`config.mk`:
```
export PLATFORM = sky130hd
export DESIGN_NAME = bcd_entry_to_bin
export DESIGN_NICKNAME = d
export VERILOG_FILES = /design/src/rtl/bcd_entry_to_bin.sv
export SDC_FILE = /design/constraint.sdc
export NUM_CORES = 1
export LEC_CHECK = 0
export CELL_PAD_IN_SITES_DETAIL_PLACEMENT = 0
export CELL_PAD_IN_SITES_GLOBAL_PLACEMENT = 1
export CORE_ASPECT_RATIO = 1.2
export CORE_MARGIN = 5
export CORE_UTILIZATION = 47
export DETAILED_ROUTE_END_ITERATION = 6
export PLACE_DENSITY_LB_ADDON = 0.1
export SKIP_CTS_REPAIR_TIMING = 1
export SLEW_MARGIN = 20
export SYNTH_ARGS = -nofsm -noshare
export SYNTH_HDL_FRONTEND = slang
export SYNTH_SLANG_ARGS = --single-unit
```
`constraint.sdc`:
```
create_clock -name clk_i -period 4.1 [get_ports clk_i]
set_input_delay 0.82 -clock clk_i [delete_from_list [all_inputs] [get_ports clk_i]]
set_output_delay 0.82 -clock clk_i [all_outputs]
set_load 0.005 [all_outputs]
```
`src/rtl/bcd_entry_to_bin.sv`:
```
// Decimal keypad entry register with a reverse double-dabble BCD-to-binary converter.
// Digits enter most significant first; each conversion takes one clock per result bit.
module bcd_entry_to_bin #(
    parameter int DW   = 16,
    parameter int NDIG = 5
) (
    input  logic              clk_i,
    input  logic              rst_ni,
    input  logic              clear_i,
    input  logic [3:0]        digit_in_i,
    input  logic              digit_valid_i,
    input  logic              convert_i,
    output logic              busy_o,
    output logic              done_o,
    output logic [DW-1:0]     bin_out_o,
    output logic              ovf_o,
    output logic              bad_digit_o,
    output logic [2:0]        digit_count_o,
    output logic [4*NDIG-1:0] bcd_entry_o
);

    localparam int BW = 4 * NDIG;
    localparam int CW = $clog2(DW + 1);

    typedef enum logic [1:0] {IDLE, CONV, DONE} state_t;

    state_t        state_q, state_d;
    logic [BW-1:0] entry_q, entry_d;
    logic [2:0]    count_q, count_d;
    logic [BW-1:0] work_bcd_q, work_bcd_d;
    logic [DW-1:0] work_bin_q, work_bin_d;
    logic [CW-1:0] iter_q, iter_d;
    logic [DW-1:0] bin_q, bin_d;
    logic          done_q, done_d;
    logic          ovf_q, ovf_d;
    logic          bad_q, bad_d;

    logic [BW-1:0] shift_bcd, adj_bcd;
    logic [DW-1:0] shift_bin;

    // One iteration: halve the BCD value; a nibble that received a carried-in 1 (>=8) is off by 3.
    always_comb begin
        shift_bcd = {1'b0, work_bcd_q[BW-1:1]};
        shift_bin = {work_bcd_q[0], work_bin_q[DW-1:1]};
        adj_bcd   = '0;
        for (int i = 0; i < NDIG; i++) begin
            if (shift_bcd[4*i +: 4] >= 4'd8)
                adj_bcd[4*i +: 4] = shift_bcd[4*i +: 4] - 4'd3;
            else
                adj_bcd[4*i +: 4] = shift_bcd[4*i +: 4];
        end
    end

    always_comb begin
        state_d    = state_q;
        entry_d    = entry_q;
        count_d    = count_q;
        work_bcd_d = work_bcd_q;
        work_bin_d = work_bin_q;
        iter_d     = iter_q;
        bin_d      = bin_q;
        done_d     = 1'b0;
        ovf_d      = ovf_q;
        bad_d      = bad_q;

        if (clear_i) begin
            state_d = IDLE;
            entry_d = '0;
            count_d = '0;
            ovf_d   = 1'b0;
            bad_d   = 1'b0;
        end else begin
            case (state_q)
                IDLE: begin
                    if (convert_i) begin
                        work_bcd_d = entry_q;
                        work_bin_d = '0;
                        iter_d     = '0;
                        state_d    = CONV;
                    end else if (digit_valid_i) begin
                        if (digit_in_i > 4'd9) begin
                            bad_d = 1'b1;
                        end else if (count_q < 3'(NDIG)) begin
                            entry_d = {entry_q[BW-5:0], digit_in_i};
                            count_d = count_q + 3'd1;
                        end
                    end
                end
                CONV: begin
                    work_bcd_d = adj_bcd;
                    work_bin_d = shift_bin;
                    iter_d     = iter_q + CW'(1);
                    if (iter_q == CW'(DW - 1))
                        state_d = DONE;
                end
                DONE: begin
                    // Any BCD residue left after DW halvings means the value did not fit.
                    bin_d   = work_bin_q;
                    ovf_d   = (work_bcd_q != '0);
                    done_d  = 1'b1;
                    state_d = IDLE;
                end
                default: state_d = IDLE;
            endcase
        end
    end

    always_ff @(posedge clk_i or negedge rst_ni) begin
        if (!rst_ni) begin
            state_q    <= IDLE;
            entry_q    <= '0;
            count_q    <= '0;
            work_bcd_q <= '0;
            work_bin_q <= '0;
            iter_q     <= '0;
            bin_q      <= '0;
            done_q     <= 1'b0;
            ovf_q      <= 1'b0;
            bad_q      <= 1'b0;
        end else begin
            state_q    <= state_d;
            entry_q    <= entry_d;
            count_q    <= count_d;
            work_bcd_q <= work_bcd_d;
            work_bin_q <= work_bin_d;
            iter_q     <= iter_d;
            bin_q      <= bin_d;
            done_q     <= done_d;
            ovf_q      <= ovf_d;
            bad_q      <= bad_d;
        end
    end

    assign busy_o        = (state_q == CONV);
    assign done_o        = done_q;
    assign bin_out_o     = bin_q;
    assign ovf_o         = ovf_q;
    assign bad_digit_o   = bad_q;
    assign digit_count_o = count_q;
    assign bcd_entry_o   = entry_q;

endmodule
```
* Yosys cells after proc, flatten, opt, wreduce, memory -nomap -nowiden
Index checks and enable logic that the tools add are counted.
Cells by class: $add $sub $neg 6, order comparisons 6, equality and inequality tests 8, multiplexer cells 35, bitwise gates (word level) 1, reduce and logical (&&, ||, !) cells 13
Operators with widths (count):
- 20-bit 2-to-1 mux | 7
- 20-bit one-hot mux with 2 select lines | 1
- 16-bit one-hot mux with 2 select lines | 1
- 20-bit nonzero test | 1
- 3-bit 2-to-1 mux | 6
- 4-bit >= comparator, second input constant | 4
- 16-bit 2-to-1 mux | 1
- 4-bit 2-to-1 mux | 4
- 4-bit by 2-bit subtractor with 4-bit output, second input constant | 4
- 2-bit nonzero test | 6
- 5-bit one-hot mux with 2 select lines | 1
- 1-bit 2-to-1 mux | 9
- 2-bit 2-to-1 mux | 3
- 2-bit inequality test, second input constant | 3
- 5-bit by 1-bit adder with 5-bit output, second input constant | 1
- 5-bit by 4-bit equality test with 1-bit output, second input constant | 1
- 5-bit 2-to-1 mux | 1
- 5-bit AND reduction | 1
- 4-bit greater-than comparator, second input constant | 1
- 2-bit one-hot mux with 2 select lines | 1
- 2-bit AND reduction | 2
- 4-bit AND reduction | 1
- 3-bit by 1-bit adder with 3-bit output, second input constant | 1
- 3-bit less-than comparator, second input constant | 1
- other kinds (7) | 7
Word-level totals: flip-flop bits (word level) 85

* Longest topological paths before layout
Gate-level depths: netlist (run 1).
depth in word-level cells 7, gate-level depth with buffers 7, gate-level depth less buffers 6

* Worst setup path before layout (run 1)
OpenSTA, ideal clock, no wires.
kind input -> register, start point input clear_i, end point register iter_q[2], library setup time 0.129 ns, arrival 1.766 ns, slack 2.205 ns, stages 6, path through buf_2 nor2_1 o21ai_2 clkbuf_1 o21ai_0 o21ai_0
Between the ends: word-level cells in the longest chain between the ends 2
RTL lines:
- start, declared | line 9 | input logic clear_i,
- 1-bit inverter (no line)
- 3-bit AND reduction (no line)
- end signal, assigned | line 126 | iter_q <= iter_d;
- end, declared | line 32 | logic [CW-1:0] iter_q, iter_d;
Every way passes these cells. A chain may end at the register's enable or synchronous reset.

* Worst setup path in the final report (run 1)
start point register state_q[0], end point output busy_o
Between the ends: word-level cells in the longest chain between the ends 1
RTL lines:
- start, declared | line 27 | state_t state_q, state_d;
- start signal, assigned | line 121 | state_q <= state_d;
- 2-bit by 1-bit equality test with 1-bit output | line 134 | assign busy_o = (state_q == CONV);
- end, declared | line 13 | output logic busy_o,
Every way passes these cells.

==> results of run 1 <==
-- worst paths after layout --
path	from	to	slack, ns	depth (start not counted)
min in group asynchronous	rst_ni	bin_out_o[3]	0.52	1
worst min register to register	iter_q[4]	iter_q[4]	0.49	2
worst min-delay path	iter_q[4]	iter_q[4]	0.49	2
max in group asynchronous	rst_ni	iter_q[0]	3.04	1
worst max-delay path	state_q[0]	busy_o	1.59	4
worst max register to register	state_q[0]	bcd_entry_o[8]	1.96	5
-- power by group --
group / switching (mW) / total (mW) / internal [mW]
Combinational: 0.0975 / 0.172 / 0.0741
Clock: 0.285 / 0.616 / 0.331
Sequential: 0.0466 / 0.919 / 0.872
Total: 0.429 / 1.71 / 1.28
-- synth_stat cells, drive strengths merged --
library cell	count	area (um^2)
dfrtp	85	2130
nand2	70	263
a21oi	32	216
o21ai	22	114
mux2	20	225
a22o	17	149
buf	13	104
inv	12	45.0
ha	11	138
nor2	10	45.0
clkbuf	8	30.0
o22ai	8	50.1
mux2i	7	70.1
nand2b	5	31.3
xnor2	5	43.8
xor2	5	43.8
and3	4	25.0
nor4	4	25.0
o22a	4	35.0
nand4	3	18.8
nor3	3	20.0
nand3	1	5.00
nand4b	1	8.76
nor4b	1	23.8
o211ai	1	7.51
or4	1	7.51
-- sequential cells by signal (all words and copies together) (netlist names), 2 cells and up --
| name | count |
|---|---|
| bcd_entry_o | 20 |
| bin_out_o | 16 |
| digit_count_o | 3 |
| iter_q | 5 |
| state_q | 2 |
| work_bcd_q | 20 |
| work_bin_q | 16 |
-- stage by stage --
| step | hold WS [ns] | worst slack (ns) | std cells |
|---|---|---|---|
| 2_1_floorplan | 0.450 | 2.21 | 353 |
| 3_3_place_gp | 0.460 | 1.25 | 482 |
| 3_5_place_dp | 0.476 | 1.22 | 482 |
| 4_1_cts | 0.494 | 1.54 | 498 |
| 5_1_grt | 0.516 | 1.45 | 498 |
| 6_report | 0.489 | 1.59 | 498 |
-- per-layer routing --
metal | global-route usage (%) | vias up | part of all wire, %
met5 | 0 | - | 0
met4 | 7.12 | 0 | 1.7
met3 | 2.81 | 10 | 2.6
met2 | 27.3 | 45 | 47
met1 | 23.0 | 1328 | 48
li1 | - | 1309 | -
-- cell families (layout without fill, tap and decap cells) --
kind of cell / count (synthesis) / after routing / synth area share, %
buffers and inverters: 33 / 83 / 4.62
DFF: 85 / 85 / 54.9
adders and majority gates: 11 / 11 / 3.56
AOI/OAI and AO/OA: 84 / 84 / 14.8
xor gates and xnor gates: 10 / 10 / 2.26
and+or+nand+nor: 103 / 103 / 12.2
muxes: 27 / 27 / 7.63
-- final cells by class --
type / count / area (um^2)
fillers: 730 / 3440
repair buffers: 55 / 542
well taps: 95 / 119
multi-input cells: 235 / 1580
clock inverters: 3 / 42.5
flip-flops and latches: 85 / 2130
clock buffers: 13 / 169
inverters: 12 / 45.0
-- critical path: cells and delay by family, from the launching register on --
| family | cells | cell delay [ns] |
|---|---|---|
| AND/OR/NAND/NOR | 1 | 0.15 |
| buffers and inverters | 3 | 0.87 |
| flip-flops | 1 | 0.33 |
==> run summary, run 1 <==
Final Max Slew Viols: 0
commonest non-fill, non-tap cell in the layout: dfrtp_1
H-Tree Depth: 3
starting density of the core: 48.0%
Worst-path clk slew: 0.08 ns
Ys Warns: 0
vias: 2,692
final worst path period share: 61.3%
Synth cell types: 37
final setup vio count: 0
Worst Skew: 0.00643 ns
Routed WL per cell: 16.5 um
Clock Sinks: 85
Leak Pwr: 2.06 nW
Startpoint Class: flop
Avg Vias per Cell: 5.41
crit end category: output port
syn avg cell area: 11.0 um^2
most frequent cells in the layout: 85 x dfrtp_1, 70 x nand2_1, 50 x clkdlybuf4s50_1, 21 x o21ai_0
# IOs: 52
pwr dens: 369 nW/um^2
largest net degree at the start of global routing: 86
global-route total usage across every layer: 17.0%
nets: 418
CTS tree: built
Crit Path Class: flop to output port
status: completed
CORE AREA: 8060 um^2
Final Hold Fails: 0
initial DRC count: 100
total gr overflow: 0
final WL: 8.21 mm
die area: 10,200 um^2
Area after DPL: 4400 um^2
detailed placer's ending HPWL: 5.44 mm
Synth Net Count: 373
utilization after layout: 57.3%
setup TNS: 0 ns
Max rail drop VDD: 0.000173 V
CTS buffer count: 9
clk_lat worst skew: 0.34 ns
DRT Pass-1 Iters: 4
Hold Path Class: flop to flop
f_max: 398 MHz
clock root cell: clkbuf_8
CP arrival: 1.69 ns
share of cells above drive strength 1: 13.9%
mapped cell area: 3870 um^2
Diodes inserted: 0
synth-to-layout area growth: 19.4%
max incr delay on CP: 0.49 ns
RSZ-0062 raised after global routing: false
worst-path cell chain: buf_4 -> nand2b_1 -> inv_1 -> clkdlybuf4s50_1
max_cap viols: 0
worst-margin pin slew: 0.809 ns
Design Area, Final: 4620 um^2
antenna violations before repair: 0
FF+latch count, synth: 85
Die H: 109 um
crit path max fanout: 25
min cycle time layout: 2.51 ns
register area share after synthesis: 54.9%
Worst slew margin: 46.1%
Die X: 92.9 um
final antenna-violating net count: 0
Post-Syn Instances: 353
Residual DRC: 0
IO buf count: 51
first-pass GRT wire length: 13.5 mm
clk buf depth: 2
critical path's slowest cell: clkdlybuf4s50_1
Power Total: 1.71 mW
Worst EP required: 3.28 ns
Row Count: 36
vias in the first global route: 2,571
GP Congestion: 0.752
(Power assumes the default switching activity.)
==> run 2: changes to the inputs <==
--- a/config.mk
+++ b/config.mk
@@ -9,7 +9,7 @@
 export CELL_PAD_IN_SITES_GLOBAL_PLACEMENT = 1
 export CORE_ASPECT_RATIO = 1.2
 export CORE_MARGIN = 5
-export CORE_UTILIZATION = 47
+export CORE_UTILIZATION = 39
 export DETAILED_ROUTE_END_ITERATION = 6
 export PLACE_DENSITY_LB_ADDON = 0.1
 export SKIP_CTS_REPAIR_TIMING = 1
==> constraint.sdc (replaced) <==
create_clock -name clk_i -period 2.2 [get_ports clk_i]
set_input_delay 0.44 -clock clk_i [delete_from_list [all_inputs] [get_ports clk_i]]
set_output_delay 0.44 -clock clk_i [all_outputs]
set_load 0.005 [all_outputs]
==> run 2 against run 1 <==
Global-route usage shrank 1.5 points. Critical endpoint unchanged. Sequential power grew 87%. Wire length grew 5.7%. Total power grew 110%. Largest cell class unchanged. Register-to-register slack lost 1.5 ns. Combinational power grew 100%. Count of clock-buffer cells in the layout shrank 2. Critical path type unchanged. Final cell count grew 8.2%. Hold slack lost 0.45 ns.
==> run summary, run 2 (synthesis gave the netlist of run 1 again) <==
final setup vio count: 0
Worst-path clk slew: 0.06 ns
reg2reg path depth: 6
Fin Hold WS: 0.0368 ns
Crit Path Class: flop to output port
Final Max Slew Viols: 0
initial DRC count: 108
f_max: 489 MHz
starting density of the core: 40.3%
Storage cell area: 2130 um^2
clk_lat worst skew: 0.33 ns
final WL: 8.67 mm
nets: 432
worst-margin pin slew: 0.428 ns
Startpoint Class: flop
antenna violations before repair: 0
multi-input logic area: 1570 um^2
CP Launch Point: state_q[1]
status: completed
Worst EP required: 1.76 ns
vias: 2,719
Hold Path Class: input pin to async pin
CP arrival: 1.61 ns
Leak Pwr: 2.19 nW
min cycle time layout: 2.05 ns
crit path max fanout: 6
RR Startpoint: state_q[0]
R2R setup slack: 0.49 ns
Routed WL per cell: 16.1 um
Post-Layout Cell Count: 539
RSZ-0062 raised after global routing: false
vias in the first global route: 2,778
CORE AREA: 9610 um^2
CTS buffer count: 9
Diodes inserted: 0
clk buf depth: 2
largest net degree at the start of global routing: 62
total gr overflow: 0
GP Congestion: 0.715
Die X: 101 um
pwr dens: 749 nW/um^2
most frequent cells in the layout: 85 x dfrtp_1, 70 x nand2_1, 50 x clkdlybuf4s50_1, 21 x o21ai_0
worst-path cell chain: nand2b_1 -> inv_1 -> clkdlybuf4s50_1
Row Count: 39
r2r endpoint: bin_out_o[5]
global-route total usage across every layer: 15.5%
final antenna-violating net count: 0
# IOs: 52
synth-to-layout area growth: 26.4%
Avg Vias per Cell: 5.04
max_cap viols: 0
CTS tree: built
Clock Sinks: 85
commonest non-fill, non-tap cell in the layout: dfrtp_1
# fillers: 884
critical path's slowest cell: clkdlybuf4s50_1
dpl cells: 524
Max rail drop VDD: 0.000447 V
Worst Skew: 0.00371 ns
Worst slew margin: 71.2%
DRT Pass-1 Iters: 4
Final Hold Fails: 0
first-pass GRT wire length: 14.6 mm
setup TNS: 0 ns
clock root cell: clkbuf_16
IO buf count: 51
share of cells above drive strength 1: 16.6%
Residual DRC: 0
final worst path period share: 93.0%
H-Tree Depth: 3
max incr delay on CP: 0.49 ns
die area: 12,000 um^2
Die H: 119 um
crit end category: output port
detailed placer's ending HPWL: 5.97 mm
-- run 2: changes by cell type in the layout (fill, tap and decap cells not counted) --
| cell | delta |
|---|---|
| nor3_4 | -1 |
| clkbuf_16 | +9 |
| bufinv_16 | +1 |
| clkbuf_8 | -11 |
| buf_4 | +12 |
| buf_12 | +3 |
| buf_6 | -1 |
| nor3_2 | +1 |
-- run 2: worst max path at each step --
stage	endpoint	slack, ns	cells past startpoint
after floorplan	bin_out_o[10]	0.67	6
after global placement	digit_count_o[0]	0.18	6
after detailed placement	digit_count_o[0]	0.18	6
after CTS	busy_o	0.12	3
after global routing	busy_o	0.1	3
final	busy_o	0.15	3
-- run 2: final cells by class --
| type | instances | share of cell area, % |
|---|---|---|
| flip-flops and latches | 85 | 43.5 |
| multi-input cells | 235 | 32.1 |
| clock buffers | 11 | 4.96 |
| well taps | 123 | 3.14 |
| clock inverters | 4 | 1.48 |
| repair buffers | 69 | 13.9 |
| inverters | 12 | 0.920 |
-- run 2: report_power, final --
group | leakage [nW] | switching, mW | internal (mW)
Clock | 0.152 | 0.586 | 1.02
Combinational | 0.868 | 0.186 | 0.158
Sequential | 1.17 | 0.0892 | 1.63
Total | 2.19 | 0.861 | 2.80
-- run 2: worst max-delay path, delay by kind of cell, from the launching register on --
kind                   cells  cell delay, ns
buffers and inverters      2            0.56
flip-flops                 1            0.48
AND/OR/NAND/NOR            1            0.23
-- run 2: per-stage QoR --
step / setup slack, ns / utilization [%] / power (mW) / instance area (um^2)
floorplan: 0.666 / - / 1.95 / 3870
global placement: 0.184 / 47.6 / 2.09 / 4580
detailed placement: 0.178 / 47.6 / 2.10 / 4580
CTS: 0.120 / 50.9 / 3.71 / 4890
global route: 0.0977 / 50.9 / 3.83 / 4890
finish: 0.154 / 50.9 / 3.66 / 4890
-- run 2: layer usage --
metal | track usage [%] | vias up | wire (um)
li1 | - | 1332 | -
met1 | 21.3 | 1330 | 4040
met2 | 24.3 | 46 | 4220
met3 | 2.22 | 11 | 241
met4 | 6.98 | 0 | 173
met5 | 0 | - | 0
